## src/rtl/pipeline_hazard_ctrl_if.sv

```systemverilog
// Hazard-control bundle between the 5-stage pipeline datapath (master) and
// the central stall/flush controller (slave).
interface pipeline_hazard_ctrl_if;
  logic [4:0] rsD;
  logic [4:0] rtD;
  logic [4:0] writeregE;
  logic       regwriteE;
  logic       mem_readE;
  logic       cp0_to_regE;
  logic       div_startE;
  logic       branch_mispredE;
  logic       exceptM;
  logic       i_stall;
  logic       d_stall;

  logic       stallF;
  logic       stallD;
  logic       stallE;
  logic       stallM;
  logic       stallW;
  logic       flushD;
  logic       flushE;
  logic       flushM;
  logic       flushW;
  logic       div_busy;
  logic       div_doneE;

  modport master (
    output rsD, rtD, writeregE, regwriteE, mem_readE, cp0_to_regE,
           div_startE, branch_mispredE, exceptM, i_stall, d_stall,
    input  stallF, stallD, stallE, stallM, stallW,
           flushD, flushE, flushM, flushW, div_busy, div_doneE
  );

  modport slave (
    input  rsD, rtD, writeregE, regwriteE, mem_readE, cp0_to_regE,
           div_startE, branch_mispredE, exceptM, i_stall, d_stall,
    output stallF, stallD, stallE, stallM, stallW,
           flushD, flushE, flushM, flushW, div_busy, div_doneE
  );
endinterface

```

## src/rtl/pipeline_hazard_ctrl.sv

```systemverilog
// Central stall/flush controller for the F/D/E/M/W pipeline, with divider
// sequencing FSM. Optional perf counters: define HAZARD_PERF_CNT_EN.
module pipeline_hazard_ctrl #(
  parameter int DIV_CYCLES = 33,
  parameter int CNT_W      = 6
) (
  input  logic                  clk,
  input  logic                  rst,
  pipeline_hazard_ctrl_if.slave hz
`ifdef HAZARD_PERF_CNT_EN
  ,
  output logic [31:0]           stall_cycles,
  output logic [31:0]           flush_events
`endif
);

  typedef enum logic [1:0] {
    DIV_IDLE,
    DIV_BUSY,
    DIV_DONE
  } divState_t;

  divState_t      divState, divStateNext;
  logic [CNT_W-1:0] divCnt, divCntNext;
  logic           redirectPend, redirectPendNext;

  logic memStall;
  logic divStall;
  logic loadUse;
  logic redirectFlush;

  assign memStall = hz.i_stall | hz.d_stall;
  assign divStall = ((divState == DIV_IDLE) & hz.div_startE) | (divState == DIV_BUSY);
  assign loadUse  = (hz.mem_readE | hz.cp0_to_regE) & hz.regwriteE &
                    (hz.writeregE != 5'd0) &
                    ((hz.writeregE == hz.rsD) | (hz.writeregE == hz.rtD));
  // The stale-fetch discard waits until no cache stall holds D, so flushD
  // never collides with stallD.
  assign redirectFlush = redirectPend & ~memStall;

  // NOTE: sequential state uses non-blocking (<=) so every register samples
  // the pre-edge values; blocking here would create order-dependent races.
  always_ff @(posedge clk) begin
    if (rst) begin
      divState     <= DIV_IDLE;
      divCnt       <= '0;
      redirectPend <= 1'b0;
    end else begin
      divState     <= divStateNext;
      divCnt       <= divCntNext;
      redirectPend <= redirectPendNext;
    end
  end

  // NOTE: every variable gets a default at the top of the block so no path
  // leaves it unassigned, which would otherwise infer a latch.
  always_comb begin
    divStateNext     = divState;
    divCntNext       = divCnt;
    redirectPendNext = redirectPend;

    if (hz.exceptM) begin
      divStateNext = DIV_IDLE;
      divCntNext   = '0;
    end else begin
      unique case (divState)
        DIV_IDLE: begin
          if (hz.div_startE) begin
            divStateNext = DIV_BUSY;
            divCntNext   = CNT_W'(DIV_CYCLES - 1);
          end
        end
        DIV_BUSY: begin
          // Counter reaching zero ends BUSY: start cycle plus DIV_CYCLES-1
          // busy cycles gives exactly DIV_CYCLES stall cycles.
          divCntNext = divCnt - CNT_W'(1);
          if (divCnt == CNT_W'(1)) divStateNext = DIV_DONE;
        end
        DIV_DONE: begin
          if (!memStall) divStateNext = DIV_IDLE;
        end
        default: divStateNext = DIV_IDLE;
      endcase
    end

    if (hz.exceptM)         redirectPendNext = hz.i_stall;
    else if (redirectFlush) redirectPendNext = 1'b0;
  end

  always_comb begin
    hz.stallF    = 1'b0;
    hz.stallD    = 1'b0;
    hz.stallE    = 1'b0;
    hz.stallM    = 1'b0;
    hz.stallW    = 1'b0;
    hz.flushD    = 1'b0;
    hz.flushE    = 1'b0;
    hz.flushM    = 1'b0;
    hz.flushW    = 1'b0;
    hz.div_busy  = 1'b0;
    hz.div_doneE = 1'b0;

    if (!rst) begin
      hz.div_busy  = (divState != DIV_IDLE);
      hz.div_doneE = (divState == DIV_DONE);

      if (hz.exceptM) begin
        hz.flushD = 1'b1;
        hz.flushE = 1'b1;
        hz.flushM = 1'b1;
      end else if (memStall) begin
        hz.stallF = 1'b1;
        hz.stallD = 1'b1;
        hz.stallE = 1'b1;
        hz.stallM = 1'b1;
        hz.stallW = 1'b1;
      end else begin
        if (divStall) begin
          hz.stallF = 1'b1;
          hz.stallD = 1'b1;
          hz.stallE = 1'b1;
          hz.flushM = 1'b1;
        end else if (loadUse) begin
          hz.stallF = 1'b1;
          hz.stallD = 1'b1;
          hz.flushE = 1'b1;
        end else if (hz.branch_mispredE) begin
          hz.flushD = 1'b1;
        end

        // The pending redirect wins over D holds: D holds a wrong-path fetch.
        if (redirectFlush) begin
          hz.stallD = 1'b0;
          hz.flushD = 1'b1;
        end
      end
    end
  end

`ifdef HAZARD_PERF_CNT_EN
  always_ff @(posedge clk) begin
    if (rst) begin
      stall_cycles <= '0;
      flush_events <= '0;
    end else begin
      if (hz.stallF)              stall_cycles <= stall_cycles + 32'd1;
      if (hz.flushE | hz.flushM)  flush_events <= flush_events + 32'd1;
    end
  end
`endif

endmodule

```

## src/flat_wrapper.sv

```systemverilog
// flat-port wrapper written by rule: the top's interface ports become plain ports
module pipeline_hazard_ctrl_flat 
#(
  parameter int DIV_CYCLES = 33,
  parameter int CNT_W      = 6
)
  (clk, rst, hz_rsD, hz_rtD, hz_writeregE, hz_regwriteE, hz_mem_readE, hz_cp0_to_regE, hz_div_startE, hz_branch_mispredE, hz_exceptM, hz_i_stall, hz_d_stall, hz_stallF, hz_stallD, hz_stallE, hz_stallM, hz_stallW, hz_flushD, hz_flushE, hz_flushM, hz_flushW, hz_div_busy, hz_div_doneE);
  pipeline_hazard_ctrl_if hz_i ();
  input  logic clk;
  input  logic rst;
  input wire logic [$bits(hz_i.rsD)-1:0] hz_rsD;
  input wire logic [$bits(hz_i.rtD)-1:0] hz_rtD;
  input wire logic [$bits(hz_i.writeregE)-1:0] hz_writeregE;
  input wire logic [$bits(hz_i.regwriteE)-1:0] hz_regwriteE;
  input wire logic [$bits(hz_i.mem_readE)-1:0] hz_mem_readE;
  input wire logic [$bits(hz_i.cp0_to_regE)-1:0] hz_cp0_to_regE;
  input wire logic [$bits(hz_i.div_startE)-1:0] hz_div_startE;
  input wire logic [$bits(hz_i.branch_mispredE)-1:0] hz_branch_mispredE;
  input wire logic [$bits(hz_i.exceptM)-1:0] hz_exceptM;
  input wire logic [$bits(hz_i.i_stall)-1:0] hz_i_stall;
  input wire logic [$bits(hz_i.d_stall)-1:0] hz_d_stall;
  output wire logic [$bits(hz_i.stallF)-1:0] hz_stallF;
  output wire logic [$bits(hz_i.stallD)-1:0] hz_stallD;
  output wire logic [$bits(hz_i.stallE)-1:0] hz_stallE;
  output wire logic [$bits(hz_i.stallM)-1:0] hz_stallM;
  output wire logic [$bits(hz_i.stallW)-1:0] hz_stallW;
  output wire logic [$bits(hz_i.flushD)-1:0] hz_flushD;
  output wire logic [$bits(hz_i.flushE)-1:0] hz_flushE;
  output wire logic [$bits(hz_i.flushM)-1:0] hz_flushM;
  output wire logic [$bits(hz_i.flushW)-1:0] hz_flushW;
  output wire logic [$bits(hz_i.div_busy)-1:0] hz_div_busy;
  output wire logic [$bits(hz_i.div_doneE)-1:0] hz_div_doneE;
  assign hz_i.rsD = hz_rsD;
  assign hz_i.rtD = hz_rtD;
  assign hz_i.writeregE = hz_writeregE;
  assign hz_i.regwriteE = hz_regwriteE;
  assign hz_i.mem_readE = hz_mem_readE;
  assign hz_i.cp0_to_regE = hz_cp0_to_regE;
  assign hz_i.div_startE = hz_div_startE;
  assign hz_i.branch_mispredE = hz_branch_mispredE;
  assign hz_i.exceptM = hz_exceptM;
  assign hz_i.i_stall = hz_i_stall;
  assign hz_i.d_stall = hz_d_stall;
  assign hz_stallF = hz_i.stallF;
  assign hz_stallD = hz_i.stallD;
  assign hz_stallE = hz_i.stallE;
  assign hz_stallM = hz_i.stallM;
  assign hz_stallW = hz_i.stallW;
  assign hz_flushD = hz_i.flushD;
  assign hz_flushE = hz_i.flushE;
  assign hz_flushM = hz_i.flushM;
  assign hz_flushW = hz_i.flushW;
  assign hz_div_busy = hz_i.div_busy;
  assign hz_div_doneE = hz_i.div_doneE;
  pipeline_hazard_ctrl #(.DIV_CYCLES(DIV_CYCLES), .CNT_W(CNT_W)) u_core (.clk(clk), .rst(rst), .hz(hz_i));
endmodule
```

## config.mk

```make
export PLATFORM = sky130hd
export DESIGN_NAME = pipeline_hazard_ctrl_flat
export DESIGN_NICKNAME = d
export VERILOG_FILES = /design/src/rtl/pipeline_hazard_ctrl_if.sv /design/src/rtl/pipeline_hazard_ctrl.sv /design/src/flat_wrapper.sv
export SDC_FILE = /design/constraint.sdc
export NUM_CORES = 1
export LEC_CHECK = 0
export ABC_AREA = 1
export CAP_MARGIN = 10
export CORE_MARGIN = 3
export CORE_UTILIZATION = 38
export CTS_BUF_LIST = sky130_fd_sc_hd__clkbuf_16
export CTS_CLUSTER_DIAMETER = 40
export DETAILED_ROUTE_END_ITERATION = 16
export GPL_ROUTABILITY_DRIVEN = 0
export MAX_ROUTING_LAYER = met4
export PLACE_DENSITY = 0.84
export SETUP_SLACK_MARGIN = 0.1
export SLEW_MARGIN = 20
export SYNTH_ARGS = -nofsm -noshare
export SYNTH_HDL_FRONTEND = slang
export SYNTH_SLANG_ARGS = --single-unit
```

## constraint.sdc

```tcl
create_clock -name clk -period 1.7 [get_ports clk]
set_clock_uncertainty 0.15 [all_clocks]
set_input_delay 0.425 -clock clk [delete_from_list [all_inputs] [get_ports clk]]
set_output_delay 0.425 -clock clk [all_outputs]
set_load 0.005 [all_outputs]
```

# Word-level counts from Yosys, hierarchy flattened
# Index checks and enable logic that the tools add are counted.
[totals]
reg_bits = 9
in_bits = 25
output_inout_bits = 11
word_cells = 70
[op_classes]
n_addsub = 1
eq_ne = 8
n_mux = 40
n_bitwise = 10
n_reduce_logical = 8
[op_table]
columns = ["op", "count"]
rows = [
  ["1-bit two-way mux", 34],
  ["6-bit case mux with 2 select lines", 1],
  ["5-bit == test", 2],
  ["6-bit by 1-bit == test with 1-bit output (second input constant)", 1],
  ["2-bit two-way mux", 3],
  ["6-bit two-way mux", 1],
  ["2-bit != test (second input constant)", 3],
  ["2-bit case mux with 3 select lines", 1],
  ["2-bit nonzero test", 3],
  ["6-bit by 1-bit subtractor with 6-bit output (second input constant)", 1],
  ["1-bit AND", 5],
  ["5-bit nonzero test", 1],
  ["1-bit bitwise OR", 4],
  ["3-bit AND reduction", 1],
  ["2-bit by 1-bit == test with 1-bit output (second input constant)", 1],
  ["2-bit == test (second input constant)", 1],
  ["2-bit zero test", 1],
  ["2-bit AND reduction", 1],
  ["2-bit OR reduction", 1],
  ["1-bit inverter", 1],
]

# Depth between registers and ports, before layout
# Gate-level depths: netlist (run 1).
[depth]
word_depth = 10
mapped_depth = 9
depth_no_buf = 9

# Worst setup path after synthesis (run 1)
# Ideal clock, no wire load.
[synth_path]
path_kind = "input -> output"
startpoint = "in hz_writeregE[2]"
endpoint = "out hz_stallD"
t_arrival_ns = 1.038
required_ns = 1.125
setup_slack_ns = 0.087
path_stages = 8
path_buffers = 0
path_cell_list = "inv_1 > nand2_1 > nand2_1 > nor2_1 > nand3_1 > nand2_1 > a21oi_1 > nor3_1"
[synth_via]
elab_chain_len = 9
word_cells_on_any_way = 12
cone_classes = "eq/ne (2); mux (6); bitwise (3); reduce/logical (1)"
[synth_rtl]
columns = ["item", "line", "text"]
rows = [
  ["start, declared", "flat_wrapper.sv:13", "input wire logic [$bits(hz_i.writeregE)-1:0] hz_writeregE;"],
  ["5-bit == test / 5-bit nonzero test (equally long branches)", "pipeline_hazard_ctrl.sv:36, pipeline_hazard_ctrl.sv:35", ""],
  ["1-bit bitwise OR / 1-bit AND (equally long branches)", "pipeline_hazard_ctrl.sv:36, pipeline_hazard_ctrl.sv:34", ""],
  ["1-bit AND *", "pipeline_hazard_ctrl.sv:35", "(hz.writeregE != 5'd0) &"],
  ["1-bit two-way mux *", "pipeline_hazard_ctrl.sv:123", "end else if (loadUse) begin"],
  ["1-bit two-way mux *", "pipeline_hazard_ctrl.sv:118", "if (divStall) begin"],
  ["1-bit two-way mux *", "pipeline_hazard_ctrl.sv:132", "if (redirectFlush) begin"],
  ["1-bit two-way mux *", "pipeline_hazard_ctrl.sv:111", "end else if (memStall) begin"],
  ["1-bit two-way mux *", "pipeline_hazard_ctrl.sv:107", "if (hz.exceptM) begin"],
  ["1-bit two-way mux *", "pipeline_hazard_ctrl.sv:103", "if (!rst) begin"],
  ["end, declared", "flat_wrapper.sv:23", "output wire logic [$bits(hz_i.stallD)-1:0] hz_stallD;"],
]
# Every way passes the cells marked *; elsewhere a longest branch is shown, timed or not.

# Final worst setup path (run 1)
[layout_path]
startpoint = "reg u_core.divState[1]"
endpoint = "out hz_flushE"
[layout_via]
elab_chain_len = 7
word_cells_on_any_way = 8
cone_classes = "eq/ne (1); mux (4); bitwise (2); reduce/logical (1)"
[layout_rtl]
columns = ["item", "line", "text"]
rows = [
  ["start, declared", "pipeline_hazard_ctrl.sv:23", "divState_t divState, divStateNext;"],
  ["start signal, assigned", "pipeline_hazard_ctrl.sv:49", "divState <= divStateNext;"],
  ["2-bit zero test", "pipeline_hazard_ctrl.sv:33", "assign divStall = ((divState == DIV_IDLE) & hz.div_startE) | (divState == DIV_BUSY);"],
  ["1-bit AND", "pipeline_hazard_ctrl.sv:33", ""],
  ["1-bit bitwise OR *", "pipeline_hazard_ctrl.sv:33", ""],
  ["1-bit two-way mux *", "pipeline_hazard_ctrl.sv:118", ""],
  ["1-bit two-way mux *", "pipeline_hazard_ctrl.sv:111", ""],
  ["1-bit two-way mux *", "pipeline_hazard_ctrl.sv:107", ""],
  ["1-bit two-way mux *", "pipeline_hazard_ctrl.sv:103", ""],
  ["end, declared", "flat_wrapper.sv:28", "output wire logic [$bits(hz_i.flushE)-1:0] hz_flushE;"],
]
# Marked as above.

==> results of run 1 <==
[how the worst min path moves through the flow]
stage	cells after the start	start	end
floorplan	2	u_core.redirectPend$_SDFFE_PP0P_	u_core.redirectPend$_SDFFE_PP0P_
global placement	2	u_core.redirectPend$_SDFFE_PP0P_	u_core.redirectPend$_SDFFE_PP0P_
detailed placement	2	u_core.redirectPend$_SDFFE_PP0P_	u_core.redirectPend$_SDFFE_PP0P_
CTS	3	hz_i_stall	u_core.redirectPend$_SDFFE_PP0P_
global route	3	hz_i_stall	u_core.redirectPend$_SDFFE_PP0P_
finish	3	hz_i_stall	u_core.redirectPend$_SDFFE_PP0P_
[repair_timing]
action | CTS | global route
hold buffers | 0 | 0
buffers inserted | 10 | 1
pin swaps | 43 | 35
gates cloned | 0 | 0
resized for setup | 154 | 55
endpoints found under the setup margin | 11 | 13
[layer usage]
| metal | share of wire (%) | wire, um |
|---|---|---|
| met5 | 0 | 0 |
| met4 | 4.5 | 167 |
| met3 | 7.3 | 272 |
| met1 | 37 | 1370 |
| met2 | 51 | 1900 |
[cells in the mapped netlist (all sizes together)]
cell	n	area [um^2]
nor3	2	10.0
a211oi	1	7.51
o22ai	1	6.26
inv	29	109
ha	2	25.0
a21oi	12	60.1
or2	1	6.26
o21ai	4	20.0
nand2	34	133
a31oi	1	6.26
buf	2	15.0
nand3	7	35.0
xnor2	2	17.5
nor2	21	104
dfxtp	9	180
nand4	1	6.26
conb	1	3.75
o311a	1	10.0
o211ai	1	7.51
[kinds of logic (layout without fill, tap and decap cells)]
logic type      count (synthesis)  count (layout)
xor+xnor                        2               2
simple gates                   66              66
flops                           9               9
fa+ha+maj                       2               2
compound gates                 21              21
other cells                     1               1
buf+inv                        31              89
[metrics by stage]
stage / util (%) / instances
6_report: 84.0 / 215
5_1_grt: 84.0 / 215
4_1_cts: 75.0 / 215
3_5_place_dp: 67.2 / 201
3_3_place_gp: 67.2 / 201
2_1_floorplan: - / 132
[where the power goes]
part,switching (mW),internal (mW)
clock,0.118,0.309
sequential,0.00686,0.219
combinational,0.159,0.145
[state kept, by name (all words and copies together), names as in the netlist]
register and cells:
u_core.divCnt 6, u_core.divState 2, u_core.redirectPend 1
[critical path, delay by kind of cell, from the launching register on]
| kind | cells | cell delay (ns) |
|---|---|---|
| AOI/OAI and AO/OA | 1 | 0.13 |
| buffers and inverters | 3 | 0.26 |
| DFF | 1 | 0.34 |
| and+or+nand+nor | 5 | 0.43 |
[cell type report]
cell class | instances | share of cell area, %
clock buffers | 3 | 4.96
multi-input cells | 92 | 41.7
well taps | 25 | 2.07
repair buffers | 56 | 30.4
inverters | 29 | 8.35
clock inverters | 1 | 0.248
flip-flops and latches | 9 | 12.2
==> impl_metrics.tcl, run 1 <==
set metrics [dict create \
    use_met3_pct 7.72 \
    clkLatencyLatePin_ns 0.25 \
    crit_path_top_delay_cell "dfxtp_2" \
    vias_per_cell 5.40 \
    post_dp_cell_area_um2 1210 \
    p_per_area_nw_per_um2 632 \
    fp.dieW_um 50.8 \
    cts_tree "built" \
    coreArea_um2 1800 \
    cts_buffer_depth 2 \
    fmax_ghz 0.501 \
    grt_use_met2_pct 48.9 \
    hpwl_um 1840 \
    fill_cells 96 \
    synth-compound-area-share_pct 15.4 \
    r2r_setup_slack_ns 0.06 \
    ys_warn_count 0 \
    cts_made_buffers 3 \
    start_kind "register" \
    drcViolationCount 0 \
    period_needed_ns 2.00 \
    die_area_um2 2580 \
    grt_usage_pct 27.0 \
    start_util_pct 42.3 \
    cap_violations 0 \
    critical_path.max_fanout 3 \
    grt_pass1_vias 1145 \
    mostFrequentLayoutCells "19 x nand2_1, 18 x buf_2, 17 x inv_1" \
    syn-instance-count 132 \
    status "complete, but fails checks" \
    leakage_nw 0.730 \
    setup_violations 6 \
    yosys.area_share.simple_pct 38.6 \
    hold_violations 0 \
    use_met1_pct 25.8 \
    min_path_type "in -> reg" \
    ir_worst_vdd_v 0.000973 \
    grt_pass1_wl_um 5030 \
    synth_fa_ha_area_share_pct 3.28 \
    placementRows 15 \
    drt_pass1_iterations 4 \
    drv_slew 0 \
    drive_above_1_share_pct 58.4 \
    r2r-start "u_core.divState[1]$_SDFFE_PP0P_" \
    synthesis.area_um2 762 \
    cp.arrival_ns 1.42 \
    violations "negative setup slack" \
    antenna_found_initial 0 \
    multiInputGateArea_um2 632 \
    critPathMaxStageDelay_ns 0.34 \
    nets 218 \
    regArea_um2 185 \
    chipHeight_um 50.8 \
    busiest_layer "met2" \
    synth_top_family_by_area "simple AND/OR/NAND/NOR gates" \
    crit_type "reg -> out" \
    synthXorXnorAreaFrac_pct 2.30 \
    fin_crit_sh_pct 117 \
    timing.hold.ws_ns 0.340 \
    worstRegToRegCells 8 \
    ant_nets 0 \
    cts.htree.levels 1 \
    crit_start "u_core.divState[1]$_SDFFE_PP0P_" \
    finalPower_mw 0.956 \
    end_kind "output port" \
    wirelength_um 3710 \
    setup_slack_ns -0.295 \
    grt_max_degree 7 \
    layout_commonest_cell "nand2_1" \
    synth.mux.area_fraction_pct 0 \
    syn_nets 159 \
    post_drt_wl_per_cell_um 17.3 \
    seq_area_frac_synth_pct 23.6 \
    pin_count 36 \
    root_buffer "clkbuf_16" \
    area_delta_synth_final_pct 98.7 \
    ys_ff_latch 9 \
    r2r_end "u_core.divCnt[3]$_SDFFE_PP0P_" \
    grt-ovfl-total 0 \
    vias 1162 \
    rsz0062_at_grt "true" \
    syn_area_per_cell_um2 5.77 \
    portBuffers 34 \
    antenna-diode-count 0 \
    yosys.cell_types.count 23 \
    setup_tns_ns -1.38 \
    required_ns 1.12 \
    crit_chain "inv_2 -> nand2_4 -> nor2_4 -> nor2_4 -> nand2_4 -> inv_4 -> nand3_2 -> a21oi_2 -> buf_2" \
    final_area_um2 1510 \
    dp_slack_ns -1.08 \
    clkTransAtPathRegs_ns 0.04 \
    drt_iter0_drc 56 \
    cts_sinks 9 \
    crit_path_end "hz_flushE" \
]
No activity file was read; power rests on OpenSTA's default activity.
==> run 2: changes to the inputs <==
Settings changed: ABC_AREA 1 to not set, PLACE_DENSITY 0.84 to 0.85.
==> run 2 against run 1 <==
Compared with the run above:
- the flow still finishes with violations (negative setup slack)
- synthesized area is 4.3% lower
- final area is 4.4% higher
- combinational power is 7.2% higher
- non-clock buffer count is 8 higher
- global-route usage is 1.1 points higher
- hold slack better by 0.027 ns
- total power is 1.8% higher
- cell count is 15% lower
- clock power is 2% lower
- critical path depth is 4 lower
- fmax is 6.9% lower
- count of clock-buffer cells in the layout stayed put
- critical endpoint is now hz_flushD
- largest cell class unchanged
- highest routed layer unchanged
==> impl_metrics.tcl, run 2 <==
set metrics [dict create \
    ir_worst_vdd_v 0.000956 \
    grt_max_degree 8 \
    pin_count 36 \
    root_buffer "clkbuf_16" \
    vias 1059 \
    grt_pass1_wl_um 5080 \
    synth-compound-area-share_pct 21.4 \
    synthesis.area_um2 729 \
    fp.dieW_um 49.8 \
    synth_common_cells "15 x nor2_1, 10 x xnor2_1, 9 x dfxtp_1" \
    wirelength_um 3840 \
    start_util_pct 41.3 \
    fin_cells 183 \
    post_drt_wl_per_cell_um 21.0 \
    synth_top_family_by_area "simple AND/OR/NAND/NOR gates" \
    grt_usage_pct 28.1 \
    cts.htree.levels 1 \
    finalPower_mw 0.973 \
    antenna_found_initial 0 \
    hp-start "u_core.divCnt[4]$_SDFFE_PP0P_" \
    violations "negative setup slack" \
    start_kind "primary input" \
    r2r_setup_slack_ns 0.02 \
    drt_pass1_iterations 4 \
    antenna-diode-count 0 \
    hold_violations 0 \
    async_flop_share_pct 0 \
    synth_edf_count 0 \
    chipHeight_um 49.8 \
    vias_per_cell 5.79 \
    crit_type "in -> out" \
    syn_area_per_cell_um2 7.68 \
    ys_ff_latch 9 \
    final_area_um2 1580 \
    worstRegToRegCells 6 \
    layout_commonest_cell "buf_6" \
    synth_flop_cell "dfxtp_1" \
    setup_violations 8 \
    placementRows 15 \
    clkLatencyLatePin_ns 0.24 \
    yosys.area.top_type "dfxtp_1" \
    required_ns 1.12 \
    setup_slack_ns -0.442 \
    p_per_area_nw_per_um2 616 \
    syn-instance-count 95 \
    nets 186 \
    status "complete, but fails checks" \
    post_dp_cell_area_um2 1180 \
    ant_nets 0 \
    portBuffers 34 \
    drive_above_1_share_pct 65.8 \
    grt_pass1_vias 1007 \
    yosysMostFrequentCell "nor2_1" \
    drv_slew 0 \
    min_path_type "reg -> reg" \
    rsz0062_at_grt "true" \
    yosys.cell_types.count 38 \
    drt_iter0_drc 62 \
    mostFrequentLayoutCells "22 x buf_6, 17 x buf_2, 16 x buf_4" \
    reg_top3 "u_core.divCnt (6), u_core.divState (2), u_core.redirectPend (1)" \
    cts_sinks 9 \
    fill_cells 83 \
    r2r-start "u_core.divState[0]$_SDFFE_PP0P_" \
    syn_nets 122 \
    fin_crit_sh_pct 126 \
    synthTopCellsByArea "dfxtp_1 25%, xnor2_1 12%, nor2_1 7.7%" \
    cap_violations 0 \
    fmax_ghz 0.467 \
    yosysTopAreaCellShare_pct 24.7 \
    ys_warn_count 0 \
    cts_buffer_depth 2 \
    holdPathStages 2 \
    hpwl_um 1790 \
    top_register "u_core.divCnt" \
    grt-ovfl-total 0 \
    seq_area_frac_synth_pct 24.7 \
    clkTransAtPathRegs_ns 0.04 \
    end_kind "output port" \
    holdPathEnd "u_core.divCnt[4]$_SDFFE_PP0P_" \
    largest_register_ffs 6 \
    dpl.cell_count 161 \
    coreArea_um2 1760 \
    hold_buffers 0 \
    drcViolationCount 0 \
    synth.mux.area_fraction_pct 1.54 \
    cts_tree "built" \
    synth_fa_ha_area_share_pct 3.43 \
    area_delta_synth_final_pct 117 \
    cts_made_buffers 3 \
    critical_path.max_fanout 2 \
    yosys.area_share.simple_pct 29.3 \
    synthXorXnorAreaFrac_pct 12.0 \
    cp.arrival_ns 1.57 \
    leakage_nw 0.691 \
    r2r_end "u_core.divCnt[4]$_SDFFE_PP0P_" \
    period_needed_ns 2.14 \
    die_area_um2 2480 \
]
## run 2: cell types whose count changed after synthesis, sizes merged, moves of 2 or more
cell	change
nor2	-5
a31o	+2
nand2	-31
nand3	-2
nor4	+2
xnor2	+8
a211oi	+2
o21ai	-2
nor3	+2
inv	-24
a21oi	-4
buf	+2
## run 2: layer usage
metal	wire length, um	share of wire, %	GRT usage, %
met5	0	0	-
met4	124	3.2	11.1
met3	257	6.7	6.34
met2	1980	52	50.2
met1	1480	38	29.6
## run 2: cell type report
cell class              count  area (um^2)  area share [%]
repair buffers             64          544            34.4
well taps                  25         31.3            1.98
multi-input cells          76          724            45.8
inverters                   5         18.8            1.19
clock inverters             1         3.75           0.238
clock buffers               3         75.1            4.75
flip-flops and latches      9          183            11.6
## run 2: worst max-delay path, stage by stage
cell and delay, ns:
clkdlybuf4s50_1 0.47, nand4_1 0.14, o22a_1 0.22, o21ai_0 0.14
buf_2 0.18
## run 2: kinds of logic (layout without fill, tap and decap cells)
kind of cell | after synthesis | in the layout
fa+ha+maj | 2 | 2
simple gates | 39 | 39
other cells | 1 | 1
compound gates | 23 | 23
mux | 1 | 1
xor+xnor | 10 | 10
buf+inv | 10 | 73
flops | 9 | 9
## run 2: how the worst max path moves through the flow
stage          cells after the start               start         to  slack [ns]
2_1_floorplan                      6                 rst  hz_stallD       -0.08
3_3_place_gp                       6     hz_writeregE[2]  hz_flushE       -0.98
3_5_place_dp                       6     hz_writeregE[4]  hz_flushE       -0.99
4_1_cts                            7           hz_rtD[1]  hz_flushE       -0.29
5_1_grt                            5  hz_branch_mispredE  hz_flushD       -0.48
6_report                           5  hz_branch_mispredE  hz_flushD       -0.44
## run 2: stage by stage
stage | util [%] | setup TNS [ns] | setup WS (ns) | hold WS [ns]
3_5_place_dp | 67.1 | -9.41 | -0.995 | 0.346
2_1_floorplan | - | -0.160 | -0.0834 | 0.288
6_report | 89.6 | -1.57 | -0.442 | 0.367
3_3_place_gp | 67.1 | -9.20 | -0.976 | 0.318
5_1_grt | 89.6 | -1.94 | -0.476 | 0.399
4_1_cts | 79.5 | -1.20 | -0.294 | 0.355
## run 2: repair_timing
item	CTS	global route
setup endpoints to repair	15	17
gates resized for setup	159	35
setup buffers	13	6
pin swaps	31	19
## run 2: power by group
part | internal [mW] | total (mW) | switching, mW
registers | 0.219 | 0.231 | 0.0111
logic | 0.180 | 0.326 | 0.146
clock network | 0.308 | 0.417 | 0.109
==> run 3: changes to the inputs <==
Settings changed: CTS_CLUSTER_DIAMETER 40 to 120.
==> results of run 3 <==
Final layout, timing and power as in run 2 (identical DEF).
